--- config.mk ---
export PLATFORM = sky130hd
export DESIGN_NAME = intr_ctrl
export DESIGN_NICKNAME = d
export VERILOG_FILES = /design/src/rtl/intr_pkg.sv /design/src/rtl/intr_ctrl_irq_sync.sv /design/src/rtl/intr_ctrl.sv
export SDC_FILE = /design/constraint.sdc
export NUM_CORES = 1
export LEC_CHECK = 0
export BUFFER_PORTS_ARGS = -buffer_cell sky130_fd_sc_hd__buf_2
export CAP_MARGIN = 0
export CELL_PAD_IN_SITES_DETAIL_PLACEMENT = 0
export CELL_PAD_IN_SITES_GLOBAL_PLACEMENT = 1
export CORE_MARGIN = 5
export CORE_UTILIZATION = 36
export DETAILED_ROUTE_END_ITERATION = 7
export PLACE_DENSITY_LB_ADDON = 0.3
export SLEW_MARGIN = 5
export SYNTH_ARGS = -nofsm -noshare
export SYNTH_HDL_FRONTEND = slang
export SYNTH_HIERARCHICAL = 1
export SYNTH_SLANG_ARGS = --single-unit
export TNS_END_PERCENT = 10
--- constraint.sdc ---
create_clock -name clk -period 0.9 [get_ports clk]
set_input_delay 0.135 -clock clk [delete_from_list [all_inputs] [get_ports clk]]
set_output_delay 0.135 -clock clk [all_outputs]
set_load 0.01 [all_outputs]
--- src/rtl/intr_pkg.sv ---
// Shared definitions for the two-line interrupt controller: FSM encoding
// and the bit positions of the CPU-visible status byte.
package intr_pkg;

    typedef enum logic [2:0] {
        ST_IDLE  = 3'd0,
        ST_FIRE1 = 3'd1,
        ST_FIRE2 = 3'd2,
        ST_SVC1  = 3'd3,
        ST_SVC2  = 3'd4
    } state_t;

    localparam int STAT_PEND1   = 0;
    localparam int STAT_PEND2   = 1;
    localparam int STAT_LOST1   = 2;
    localparam int STAT_LOST2   = 3;
    localparam int STAT_BUSY    = 4;
    localparam int STAT_SVC_ID  = 5;
    localparam int STAT_MASK_LO = 6;

endpackage

--- src/rtl/intr_ctrl_irq_sync.sv ---
// Synchronizes one asynchronous request line and flags its rising edges.
module irq_sync #(
    parameter int SYNC_STAGES = 2
) (
    input  logic clk,
    input  logic reset,
    input  logic i_irq,
    output logic o_edge
);

    logic [SYNC_STAGES-1:0] r_sync;
    logic                   r_dly;
    logic [SYNC_STAGES:0]   r_valid;

    // r_valid fills once every compared flop holds a real post-reset sample,
    // so a line already high at reset release is not mistaken for an edge.
    always_ff @(posedge clk or negedge reset) begin
        if (!reset) begin
            r_sync  <= '0;
            r_dly   <= 1'b0;
            r_valid <= '0;
        end else begin
            r_sync  <= {r_sync[SYNC_STAGES-2:0], i_irq};
            r_dly   <= r_sync[SYNC_STAGES-1];
            r_valid <= {r_valid[SYNC_STAGES-1:0], 1'b1};
        end
    end

    assign o_edge = r_valid[SYNC_STAGES] & r_sync[SYNC_STAGES-1] & ~r_dly;

endmodule

--- src/rtl/intr_ctrl.sv ---
// Two-line interrupt controller: pending/lost tracking, masking and a
// non-nesting fixed-priority service FSM that pulses the CPU vector lines.
module intr_ctrl
    import intr_pkg::*;
#(
    parameter int SYNC_STAGES = 2
) (
    input  logic       clk,
    input  logic       reset,
    input  logic       irq1,
    input  logic       irq2,
    input  logic       we_mask,
    input  logic [1:0] mask_in,
    input  logic       iret,
    input  logic       clr_lost,
    output logic       s_intr1,
    output logic       s_intr2,
    output logic [7:0] status
);

    logic       w_edge1;
    logic       w_edge2;
    logic       w_clr1;
    logic       w_clr2;
    state_t     r_state;
    logic       r_intr1;
    logic       r_intr2;
    logic       r_svc_id;
    logic       r_pend1;
    logic       r_pend2;
    logic       r_lost1;
    logic       r_lost2;
    logic [1:0] r_mask;

    irq_sync #(.SYNC_STAGES(SYNC_STAGES)) u_sync1 (
        .clk    (clk),
        .reset  (reset),
        .i_irq  (irq1),
        .o_edge (w_edge1)
    );

    irq_sync #(.SYNC_STAGES(SYNC_STAGES)) u_sync2 (
        .clk    (clk),
        .reset  (reset),
        .i_irq  (irq2),
        .o_edge (w_edge2)
    );

    assign w_clr1 = (r_state == ST_FIRE1);
    assign w_clr2 = (r_state == ST_FIRE2);

    // A fresh edge beats the clear from FIRE; a loss needs an edge landing on
    // a request that is still pending and not being consumed this cycle.
    always_ff @(posedge clk or negedge reset) begin
        if (!reset) begin
            r_pend1 <= 1'b0;
            r_pend2 <= 1'b0;
            r_lost1 <= 1'b0;
            r_lost2 <= 1'b0;
            r_mask  <= 2'b00;
        end else begin
            r_pend1 <= w_edge1 | (r_pend1 & ~w_clr1);
            r_pend2 <= w_edge2 | (r_pend2 & ~w_clr2);
            r_lost1 <= (w_edge1 & r_pend1 & ~w_clr1) | (r_lost1 & ~clr_lost);
            r_lost2 <= (w_edge2 & r_pend2 & ~w_clr2) | (r_lost2 & ~clr_lost);
            if (we_mask) begin
                r_mask <= mask_in;
            end
        end
    end

    always_ff @(posedge clk or negedge reset) begin
        if (!reset) begin
            r_state  <= ST_IDLE;
            r_intr1  <= 1'b0;
            r_intr2  <= 1'b0;
            r_svc_id <= 1'b0;
        end else begin
            case (r_state)
                ST_IDLE: begin
                    if (r_pend1 & r_mask[0]) begin
                        r_state  <= ST_FIRE1;
                        r_intr1  <= 1'b1;
                        r_svc_id <= 1'b0;
                    end else if (r_pend2 & r_mask[1]) begin
                        r_state  <= ST_FIRE2;
                        r_intr2  <= 1'b1;
                        r_svc_id <= 1'b1;
                    end
                end
                ST_FIRE1: begin
                    r_state <= ST_SVC1;
                    r_intr1 <= 1'b0;
                end
                ST_FIRE2: begin
                    r_state <= ST_SVC2;
                    r_intr2 <= 1'b0;
                end
                ST_SVC1, ST_SVC2: begin
                    if (iret) begin
                        r_state <= ST_IDLE;
                    end
                end
                default: begin
                    r_state <= ST_IDLE;
                    r_intr1 <= 1'b0;
                    r_intr2 <= 1'b0;
                end
            endcase
        end
    end

    assign s_intr1 = r_intr1;
    assign s_intr2 = r_intr2;

    always_comb begin
        status                      = '0;
        status[STAT_PEND1]          = r_pend1;
        status[STAT_PEND2]          = r_pend2;
        status[STAT_LOST1]          = r_lost1;
        status[STAT_LOST2]          = r_lost2;
        status[STAT_BUSY]           = (r_state != ST_IDLE);
        status[STAT_SVC_ID]         = r_svc_id;
        status[STAT_MASK_LO +: 2]   = r_mask;
    end

endmodule
Word level (Yosys, flattened, before mapping)
Index checks and enable logic that the tools add are counted.
W data, S select, Z words.
{"block": "totals", "register_bits": 24, "elab_cells": 69}
{"block": "op_classes", "reduce_logical": 10, "eq_ne": 9, "n_bitwise": 25, "n_mux": 10}
{"cell": "$and A1 B1 Y1", "n": 14}
{"cell": "$pmux W3 S4", "n": 1}
{"cell": "$mux W3", "n": 3}
{"cell": "$ne A2 B2 Y1 const B", "n": 4}
{"cell": "$not A1 Y1", "n": 7}
{"cell": "$eq A3 B2 Y1 const B", "n": 2}
{"cell": "$reduce_and A2 Y1", "n": 3}
{"cell": "$reduce_or A3 Y1", "n": 2}
{"cell": "$mux W1", "n": 4}
{"cell": "$or A1 B1 Y1", "n": 4}
{"cell": "$pmux W1 S2", "n": 2}
{"cell": "$eq A3 B1 Y1 const B", "n": 1}
{"cell": "$eq A3 B3 Y1 const B", "n": 1}
{"cell": "$logic_not A3 Y1", "n": 1}
{"cell": "$ne A3 B3 Y1 const B", "n": 1}
{"cell": "$reduce_and A3 Y1", "n": 1}
{"cell": "$reduce_bool A3 Y1", "n": 1}
{"cell": "$reduce_bool A2 Y1", "n": 1}
{"cell": "$reduce_or A2 Y1", "n": 1}

Longest topological paths before layout
Gate-level depths: netlist of run 1.
{"block": "depth", "ltp_word": 5, "ltp_mapped": 4, "depth_no_buf": 3}

Cells and area by module
Netlist of run 1, hierarchy kept.
{"module": "intr_ctrl", "seq_area_each_um2": 300.3, "n_inst": 1, "area_per_inst_um2": 546.8, "cells_each": 54}
{"module": "irq_sync", "seq_area_each_um2": 150.1, "n_inst": 2, "area_per_inst_um2": 162.7, "cells_each": 8}

Least setup slack after synthesis of run 1
Ideal clock, no wire load.
{"block": "synth_timing", "path_kind": "reg2reg", "startpoint": "reg r_state[2]", "endpoint": "reg r_intr2 (netlist: s_intr2)", "slack_ps": -62, "required_ps": 824, "stages_incl_launch_ff": 4, "t_arrival_ps": 885, "synth_period_minus_slack_ps": 962, "cell_sequence": "dfrtp_1 nor3_2 inv_1 o21ai_1"}
{"block": "synth_between", "elab_chain_len": 4, "word_cells_on_any_way": 10}
{"element": "start: declaration", "line": "intr_ctrl.sv:25", "rtl": "state_t r_state;"}
{"element": "start signal: assignment", "line": "intr_ctrl.sv:74", "rtl": "r_state <= ST_IDLE;"}
{"element": "start signal: assignment", "line": "intr_ctrl.sv:82", "rtl": "r_state <= ST_FIRE1;"}
{"element": "start signal: assignment", "line": "intr_ctrl.sv:86", "rtl": "r_state <= ST_FIRE2;"}
{"element": "$eq A3 B1 Y1 (tied with other cells)", "line": "intr_ctrl.sv:79", "rtl": "case (r_state)"}
{"element": "$reduce_or A3 Y1 (no source line)"}
{"element": "$not A1 Y1 (no source line)"}
{"element": "$reduce_and A3 Y1 (no source line)"}
{"element": "end signal: assignment", "line": "intr_ctrl.sv:76", "rtl": "r_intr2 <= 1'b0;"}
{"element": "end signal: assignment", "line": "intr_ctrl.sv:87", "rtl": "r_intr2 <= 1'b1;"}
{"element": "end signal: assignment", "line": "intr_ctrl.sv:97", "rtl": "r_intr2 <= 1'b0;"}
{"element": "end: declaration", "line": "intr_ctrl.sv:27", "rtl": "logic r_intr2;"}
Parallel ways exist; a longest one is shown, timed or not.
A chain may end at the register's enable or synchronous reset.

Worst setup path after layout of run 1
{"block": "layout_timing", "startpoint": "reg r_state[2]", "endpoint": "out status[4]"}
{"block": "layout_between", "elab_chain_len": 1}
{"element": "$reduce_bool A3 Y1", "line": "intr_ctrl.sv:122", "rtl": "status[STAT_BUSY] = (r_state != ST_IDLE);"}
{"element": "end: declaration", "line": "intr_ctrl.sv:18", "rtl": "output logic [7:0] status"}
No other way between the ends.

==> results of run 1 <==
## power breakdown
group          internal (mW)  switching (mW)
registers               1.31           0.232
clock network          0.450           0.319
logic                  0.715           0.595
total                   2.47            1.15
## path summary, 6_finish.rpt
path | from | endpoint | slack, ns
max in group asynchronous | reset | r_mask[1]$_DFFE_PN0P_ | 0.33
hold reg to reg | u_sync1/r_sync[0]$_DFF_PN0_ | u_sync1/r_sync[1]$_DFF_PN0_ | 0.36
hold / removal | mask_in[0] | r_mask[0]$_DFFE_PN0P_ | 0.05
setup reg to reg | r_state[2]$_DFFE_PN0P_ | r_lost2$_DFF_PN0_ | -0.18
setup / recovery | r_state[2]$_DFFE_PN0P_ | status[4] | -0.41
min in group asynchronous | reset | u_sync2/r_sync[0]$_DFF_PN0_ | 0.21
## sequential cells by signal, summed over array words and instances (netlist names)
register and count:
r_mask 2, u_sync1/r_dly 1, u_sync2/r_valid 3, r_pend2 1, u_sync1/r_sync 2, s_intr1 1
u_sync1/r_valid 3, r_svc_id 1, r_pend1 1, r_lost1 1, u_sync2/r_sync 2, u_sync2/r_dly 1
r_state 3, s_intr2 1, r_lost2 1
## kinds of logic (layout without fill, tap and decap cells)
| kind of cell | Yosys count | after routing | synth area share |
|---|---|---|---|
| flops | 24 | 24 | 0.689 |
| simple gates | 16 | 16 | 0.103 |
| compound gates | 15 | 15 | 0.103 |
| buf+inv | 11 | 44 | 0.0703 |
| other cells | 2 | 2 | 0.00861 |
| mux | 2 | 2 | 0.0258 |
## placed cells by master (no fill, tap or decap)
cell type,instances
dfrtp_1,19
buf_2,14
buf_4,10
buf_6,6
inv_1,5
nand2_1,5
dfrtp_2,5
dlygate4sd3_1,4
nand2b_1,3
o21ai_1,3
a31oi_1,3
clkbuf_4,3
o21ai_2,2
o22ai_1,2
a21oi_1,2
nor2_1,2
mux2_2,2
and3b_1,2
conb_1,2
nor3_4,1
o21a_1,1
nor2_4,1
a32oi_1,1
nand3_1,1
nor2b_1,1
a211oi_2,1
bufinv_16,1
buf_12,1
## layout make-up
type / count / area, um2 / share of cell area
clock buffers: 3 / 22.5 / 0.0185
clock inverters: 1 / 30.0 / 0.0246
inverters: 5 / 18.8 / 0.0154
multi-input cells: 35 / 234 / 0.192
flip-flops and latches: 24 / 607 / 0.497
well taps: 28 / 35.0 / 0.0287
repair buffers: 35 / 273 / 0.224
## routing by layer
metal	GRT usage	up-vias	wire length, um
met5	0	-	0
met1	0.126	300	647
met3	0.0218	2	95
met4	0.0680	0	20
met2	0.154	14	793
li1	-	293	-
## critical path, cell delays in order, from the launching register on
cell	delay, ns
dfrtp_1	0.44
nor3_4	0.22
inv_1	0.07
buf_2	0.14
## metrics by stage
stage,hold slack (ns),TNS [ns]
global placement,0.0329,-0.505
CTS,0.0350,-2.80
floorplan,-0.161,-0.242
finish,0.0452,-2.77
detailed placement,0.0353,-0.636
global route,0.0228,-3.86
## cell usage after synthesis, drive strengths merged
| master | instances |
|---|---|
| nor2b | 1 |
| conb | 2 |
| nand2b | 3 |
| and3b | 2 |
| a32oi | 1 |
| dfrtp | 24 |
| a211oi | 1 |
| nand2 | 5 |
| o21a | 1 |
| a21oi | 2 |
| o21ai | 5 |
| mux2 | 2 |
| inv | 5 |
| nor2 | 3 |
| o22ai | 2 |
| nor3 | 1 |
| a31oi | 3 |
| nand3 | 1 |
| buf | 6 |
## timing repair
action | 4_1_cts | 5_1_grt
resized for setup | 7 | 9
hold buffers | 4 | 0
pin swaps | 6 | 1
endpoints found under the hold margin | 28 | 0
setup buffers | 4 | 1
setup endpoints to repair | 20 | 21
==> flow_metrics.env, run 1 <==
export IMPL_drt_iter0_markers=7
export IMPL_period_share=1.45
export IMPL_syn_inst=70
export IMPL_synthDistinctLibCells=21
export IMPL_cap_violations=0
export IMPL_cts_sinks=24
export IMPL_postLayoutCellArea_um2=1220
export IMPL_wl_um=1560
export IMPL_grt_pass1_vias=647
export IMPL_cts_root_buf="clkbuf_4"
export IMPL_ctsHtreeMaxLevel=1
export IMPL_cp_start_kind="register"
export IMPL_nets=113
export IMPL_ir_worst_vdd_mv=1.60
export IMPL_rr_worst_depth=4
export IMPL_grt_max_degree=15
export IMPL_place_hpwl_um=1080
export IMPL_final_cells=131
export IMPL_hold_violations=0
export IMPL_worstPathRequired_ns=0.76
export IMPL_crit_type="register to primary output"
export IMPL_area_growth_pct=39.9
export IMPL_endpoint_kind="primary output"
export IMPL_clock_skew_final_ns=0.00186
export IMPL_powerDensity_nw_per_um2=2970
export IMPL_crit_arrival_ns=1.17
export IMPL_core_area_um2=2250
export IMPL_grt_usage=0.101
export IMPL_die_area_um2=3510
export IMPL_die_x_um=59.2
export IMPL_worstPathMaxFanout=3
export IMPL_grt_pass1_wl_um=2620
export IMPL_avgSynthCellArea_um2=12.5
export IMPL_antenna_found_initial=0
export IMPL_dp_cells=118
export IMPL_io_buffers=18
export IMPL_outcome="finished, violations left"
export IMPL_place_gp_congestion=0.780
export IMPL_min_path_cells=2
export IMPL_drv_slew=0
export IMPL_dr_pass1_iters=5
export IMPL_synth_nets=79
export IMPL_post_route_min_period_ns=1.31
export IMPL_pre_cts_ws_ns=-0.105
export IMPL_fmax_mhz=764
export IMPL_synth_area_top_cells="dfrtp_1 69%, buf_4 4.3%, o21ai_1 2.9%, mux2_2 2.6%, a31oi_1 2.2%"
export IMPL_post_drt_wl_per_cell_um=11.9
export IMPL_clk_pin_slew_ns=0.13
export IMPL_rsz0062_at_grt="yes"
export IMPL_syn_area_um2=872
export IMPL_start_util=0.387
export IMPL_finalSetupViolations=21
export IMPL_drive_gt1_frac=0.456
export IMPL_synth_seq_area_share=0.689
export IMPL_fp_row_count=17
export IMPL_p_leak_nw=0.579
export IMPL_die_y_um=59.2
export IMPL_ant_nets=0
export IMPL_hp_class="input port to register"
export IMPL_ys_seq_elements=24
export IMPL_final_util=0.541
export IMPL_overflow=0
export IMPL_yosys_warnings=6
export IMPL_synth_largest_area_cell="dfrtp_1"
export IMPL_violations="setup timing"
export IMPL_io_pins=19
export IMPL_setup_ws_ns=-0.408
export IMPL_cts_buffers=3
export IMPL_placed_area_um2=1030
export IMPL_yosys_area_top_type_share=0.689
export IMPL_vias=609
export IMPL_num_fill_cells=215
export IMPL_clock_path_buffers=2
export IMPL_viasPerCell=4.65
export IMPL_antenna_cells=0
export IMPL_cts_tree="yes"
export IMPL_design_power_total_mw=3.62
export IMPL_drc=0
export IMPL_clock_latency_ns=0.31
(Power assumes the default switching activity.)
==> run 2, diff against run 1 <==
- CORE_UTILIZATION: 36 -> 39
- CTS_BUF_LIST: default -> sky130_fd_sc_hd__clkbuf_4 sky130_fd_sc_hd__clkbuf_8
==> flow_metrics.env, run 2 (synthesized netlist as in run 1, its figures left out) <==
export IMPL_hp_class="input port to register"
export IMPL_wl_um=1670
export IMPL_worstReg2RegStart="r_state[0]$_DFFE_PN0P_"
export IMPL_crit_type="register to primary output"
export IMPL_power_share_clock=0.199
export IMPL_violations="setup timing"
export IMPL_hold_ws_ns=0.0438
export IMPL_io_pins=19
export IMPL_viasPerCell=4.68
export IMPL_dr_pass1_iters=4
export IMPL_grt_max_degree=25
export IMPL_vias=608
export IMPL_pre_cts_ws_ns=-0.112
export IMPL_rr_worst_depth=5
export IMPL_fp_row_count=17
export IMPL_grt_usage=0.111
export IMPL_final_common_cell="dfrtp_1"
export IMPL_startpoint="r_state[0]$_DFFE_PN0P_"
export IMPL_r2r_slack_ns=-0.26
export IMPL_largest_registers="r_state (3), u_sync1/r_valid (3), u_sync2/r_valid (3)"
export IMPL_reg2reg_to="s_intr2$_DFFE_PN0P_"
export IMPL_die_x_um=57.3
export IMPL_grt_pass1_wl_um=2690
export IMPL_nets=112
export IMPL_hold_violations=0
export IMPL_drc=0
export IMPL_crit_end="status[4]"
export IMPL_crit_arrival_ns=1.17
export IMPL_top_layer="met4"
export IMPL_worstPathRequired_ns=0.76
export IMPL_cts_sinks=24
export IMPL_wl_met3_um=103
export IMPL_worstPathMaxFanout=3
export IMPL_p_comb_frac=0.398
export IMPL_cap_violations=0
export IMPL_grt_pass1_vias=614
export IMPL_place_gp_congestion=0.798
export IMPL_drt_iter0_markers=4
export IMPL_powerDensity_nw_per_um2=3050
export IMPL_multiInputGateArea_um2=258
export IMPL_ant_nets=0
export IMPL_wl_met2_um=830
export IMPL_antenna_found_initial=0
export IMPL_cts_tree="yes"
export IMPL_overflow=0
export IMPL_fmax_mhz=765
export IMPL_swShare=0.323
export IMPL_endpoint_kind="primary output"
export IMPL_area_growth_pct=44.5
export IMPL_clock_latency_ns=0.31
export IMPL_io_buffers=18
export IMPL_ir_worst_vdd_mv=1.60
export IMPL_p_switching_mw=1.24
export IMPL_clk_pin_slew_ns=0.13
export IMPL_finalSetupViolations=21
export IMPL_drv_slew=0
export IMPL_antenna_cells=0
export IMPL_cts_root_buf="clkbuf_4"
export IMPL_post_route_min_period_ns=1.31
export IMPL_die_y_um=57.3
export IMPL_period_share=1.45
export IMPL_clock_path_buffers=2
export IMPL_power_internal_mw=2.60
export IMPL_outcome="finished, violations left"
export IMPL_post_drt_wl_per_cell_um=12.8
export IMPL_start_util=0.402
export IMPL_cts_buffers=3
export IMPL_seq_area_um2=606
export IMPL_p_leak_nw=0.591
export IMPL_rsz0062_at_grt="yes"
export IMPL_place_hpwl_um=1070
export IMPL_num_fill_cells=192
export IMPL_die_area_um2=3280
export IMPL_ctsHtreeMaxLevel=1
export IMPL_setup_ws_ns=-0.408
export IMPL_drive_gt1_frac=0.490
export IMPL_layout_common_cells="20 x dfrtp_1, 13 x buf_2, 12 x buf_6"
export IMPL_power_share_sequential=0.403
export IMPL_core_area_um2=2170
export IMPL_wl_met1_um=697
export IMPL_clock_skew_final_ns=0.00168
export IMPL_final_util=0.581
export IMPL_cp_start_kind="register"
[run 2: cell count changes in the layout (fill, tap and decap cells not counted), moves of 2 or more]
cell	delta
a21oi_1	-2
buf_4	-6
a21oi_2	+2
buf_6	+6
[run 2: power by group through the flow]
stage,sequential (mW),clock (mW),combinational (mW)
6_report,1.55,0.765,1.53
5_1_grt,1.57,0.831,1.66
4_1_cts,1.49,0.795,1.24
3_5_place_dp,1.55,0,0.931
3_3_place_gp,1.53,0,0.924
2_1_floorplan,1.49,0,0.643
[run 2: stage by stage]
step	TNS (ns)	instances	cell area (um2)	total power [mW]
floorplan	-0.242	70	872	2.13
finish	-3.20	130	1260	3.84
global route	-4.05	130	1260	4.07
global placement	-0.420	117	1020	2.45
CTS	-2.93	129	1190	3.53
detailed placement	-0.728	117	1020	2.48
[run 2: area by class of cell]
class,count,share of cell area
clock buffers,3,0.0179
inverters,5,0.0149
repair buffers,34,0.230
clock inverters,1,0.0238
flip-flops and latches,24,0.481
well taps,28,0.0278
multi-input cells,35,0.205
[run 2: worst min path at each step]
stage	from	end	slack [ns]	depth (start not counted)
floorplan	reset	r_lost1$_DFF_PN0_	-0.16	0
global placement	reset	u_sync2/r_valid[0]$_DFF_PN0_	0.08	2
detailed placement	reset	u_sync2/r_valid[0]$_DFF_PN0_	0.08	2
CTS	mask_in[0]	r_mask[0]$_DFFE_PN0P_	0.03	2
global route	mask_in[0]	r_mask[0]$_DFFE_PN0P_	0.02	2
finish	mask_in[0]	r_mask[0]$_DFFE_PN0P_	0.04	2
[run 2: layer usage]
metal / global-route usage / vias up
li1: - / 294
met1: 0.128 / 295
met2: 0.183 / 15
met3: 0.0339 / 4
met4: 0.0596 / 0
met5: 0 / -
[run 2: repair_timing]
action	in CTS	in global routing
hold buffers	4	0
gates cloned	0	0
gates resized for setup	11	17
buffers inserted	4	1
pin swaps	4	5
hold endpoints to repair	27	0
setup endpoints to repair	20	21
[run 2: critical path, cell delays in order, from the launching register on]
cell     delay [ns]
dfrtp_2        0.45
nor3_4         0.23
inv_2          0.06
buf_6          0.12
==> run 3, diff against run 2 <==
- REMOVE_ABC_BUFFERS: default -> 1
- SLEW_MARGIN: 5 -> 20
==> flow_metrics.env, run 3 (synthesized netlist as in run 1, its figures left out) <==
export IMPL_dr_pass1_iters=4
export IMPL_cts_tree="yes"
export IMPL_num_fill_cells=202
export IMPL_p_comb_frac=0.384
export IMPL_fmax_mhz=794
export IMPL_postLayoutCellArea_um2=1210
export IMPL_crit_buf_inv=2
export IMPL_hold_ws_ns=0.0150
export IMPL_largest_registers="r_state (3), u_sync1/r_valid (3), u_sync2/r_valid (3)"
export IMPL_reg2reg_to="s_intr2$_DFFE_PN0P_"
export IMPL_place_hpwl_um=1040
export IMPL_cts_sinks=24
export IMPL_endpoint_kind="primary output"
export IMPL_cap_violations=0
export IMPL_path_cells="nor3_4 -> inv_2 -> buf_6"
export IMPL_nets=111
export IMPL_post_route_min_period_ns=1.26
export IMPL_io_buffers=18
export IMPL_ant_nets=0
export IMPL_area_growth_pct=39.2
export IMPL_place_gp_congestion=0.805
export IMPL_clock_path_buffers=2
export IMPL_finalSetupViolations=21
export IMPL_swShare=0.312
export IMPL_power_internal_mw=2.56
export IMPL_start_util=0.402
export IMPL_multiInputGateArea_um2=235
export IMPL_hp_class="input port to register"
export IMPL_vias=606
export IMPL_grt_pass1_vias=627
export IMPL_crit_type="register to primary output"
export IMPL_antenna_cells=0
export IMPL_overflow=0
export IMPL_cts_buffers=3
export IMPL_grt_max_degree=25
export IMPL_io_pins=19
export IMPL_power_share_sequential=0.413
export IMPL_worstPathRequired_ns=0.76
export IMPL_viasPerCell=4.70
export IMPL_violations="setup timing"
export IMPL_rr_worst_depth=5
export IMPL_worstPathMaxFanout=3
export IMPL_layout_common_cells="19 x dfrtp_1, 13 x buf_2, 8 x buf_6, 8 x buf_4"
export IMPL_drt_iter0_markers=12
export IMPL_seq_area_um2=607
export IMPL_crit_arrival_ns=1.12
export IMPL_fp_row_count=17
export IMPL_ctsHtreeMaxLevel=1
export IMPL_setup_ws_ns=-0.359
export IMPL_drive_gt1_frac=0.475
export IMPL_startpoint="r_state[1]$_DFFE_PN0P_"
export IMPL_cp_start_kind="register"
export IMPL_hold_violations=0
export IMPL_placed_area_um2=1000
export IMPL_outcome="finished, violations left"
export IMPL_powerDensity_nw_per_um2=3060
export IMPL_p_switching_mw=1.16
export IMPL_drv_slew=0
export IMPL_die_x_um=57.3
export IMPL_grt_usage=0.108
export IMPL_ir_worst_vdd_mv=1.53
export IMPL_die_y_um=57.3
export IMPL_die_area_um2=3280
export IMPL_clock_latency_ns=0.30
export IMPL_drc=0
export IMPL_cts_root_buf="clkbuf_4"
export IMPL_p_leak_nw=0.576
export IMPL_crit_cells=3
export IMPL_cpPeakStageDelay_ns=0.46
export IMPL_clk_pin_slew_ns=0.12
export IMPL_wl_um=1570
export IMPL_post_drt_wl_per_cell_um=12.1
export IMPL_worstReg2RegStart="r_state[1]$_DFFE_PN0P_"
export IMPL_setup_tns_ns=-2.99
export IMPL_rsz0062_at_grt="yes"
export IMPL_clock_skew_final_ns=0.00331
export IMPL_antenna_found_initial=0
export IMPL_final_common_cell="dfrtp_1"
export IMPL_period_share=1.40
export IMPL_r2r_slack_ns=-0.21
export IMPL_critPathTopFamily="flip-flops"
export IMPL_core_area_um2=2170
export IMPL_pre_cts_ws_ns=-0.133
export IMPL_crit_slowest_cell="dfrtp_2"
export IMPL_grt_pass1_wl_um=2700
export IMPL_power_share_clock=0.203
export IMPL_crit_end="status[4]"
-- run 3: cell count changes in the layout (fill, tap and decap cells not counted), sizes merged --
cell         delta
dlygate4sd3     -1
-- run 3: repair_timing --
action                     CTS  global route
gates resized for setup      8            11
pin swaps                    8             3
setup endpoints to repair   20            21
hold buffers                 3             0
hold endpoints to repair    26             0
setup buffers                5             2
-- run 3: final cells by class --
| cell class | count | area share |
|---|---|---|
| well taps | 28 | 0.0289 |
| flip-flops and latches | 24 | 0.500 |
| clock inverters | 1 | 0.0247 |
| multi-input cells | 35 | 0.194 |
| inverters | 5 | 0.0155 |
| repair buffers | 33 | 0.219 |
| clock buffers | 3 | 0.0186 |
-- run 3: per-stage QoR --
stage,std cells,total power [mW],utilization
5_1_grt,129,3.98,0.559
2_1_floorplan,64,2.00,-
4_1_cts,127,3.44,0.531
3_5_place_dp,115,2.43,0.463
6_report,129,3.72,0.559
3_3_place_gp,115,2.41,0.463
-- run 3: per-layer routing --
layer,GRT usage,up-vias,part of all wire
met4,0.0397,0,0.012
met1,0.136,298,0.45
met3,0.0407,2,0.046
met5,0,-,0
li1,-,291,-
met2,0.168,15,0.50
-- run 3: power groups by stage --
stage               sequential, mW  clock, mW  combinational [mW]
CTS                           1.50      0.774                1.16
finish                        1.53      0.753                1.43
global route                  1.58      0.838                1.57
detailed placement            1.55          0               0.879
floorplan                     1.58          0               0.421
global placement              1.55          0               0.861
-- run 3: worst min path at each step --
stage / from / endpoint / slack [ns] / cells after the start
2_1_floorplan: reset / r_lost1$_DFF_PN0_ / -0.16 / 0
3_3_place_gp: reset / u_sync2/r_sync[0]$_DFF_PN0_ / 0.08 / 2
3_5_place_dp: reset / u_sync2/r_sync[0]$_DFF_PN0_ / 0.08 / 2
4_1_cts: clr_lost / r_lost2$_DFF_PN0_ / 0.009 / 2
5_1_grt: clr_lost / r_lost1$_DFF_PN0_ / 0.001 / 2
6_report: clr_lost / r_lost2$_DFF_PN0_ / 0.02 / 2
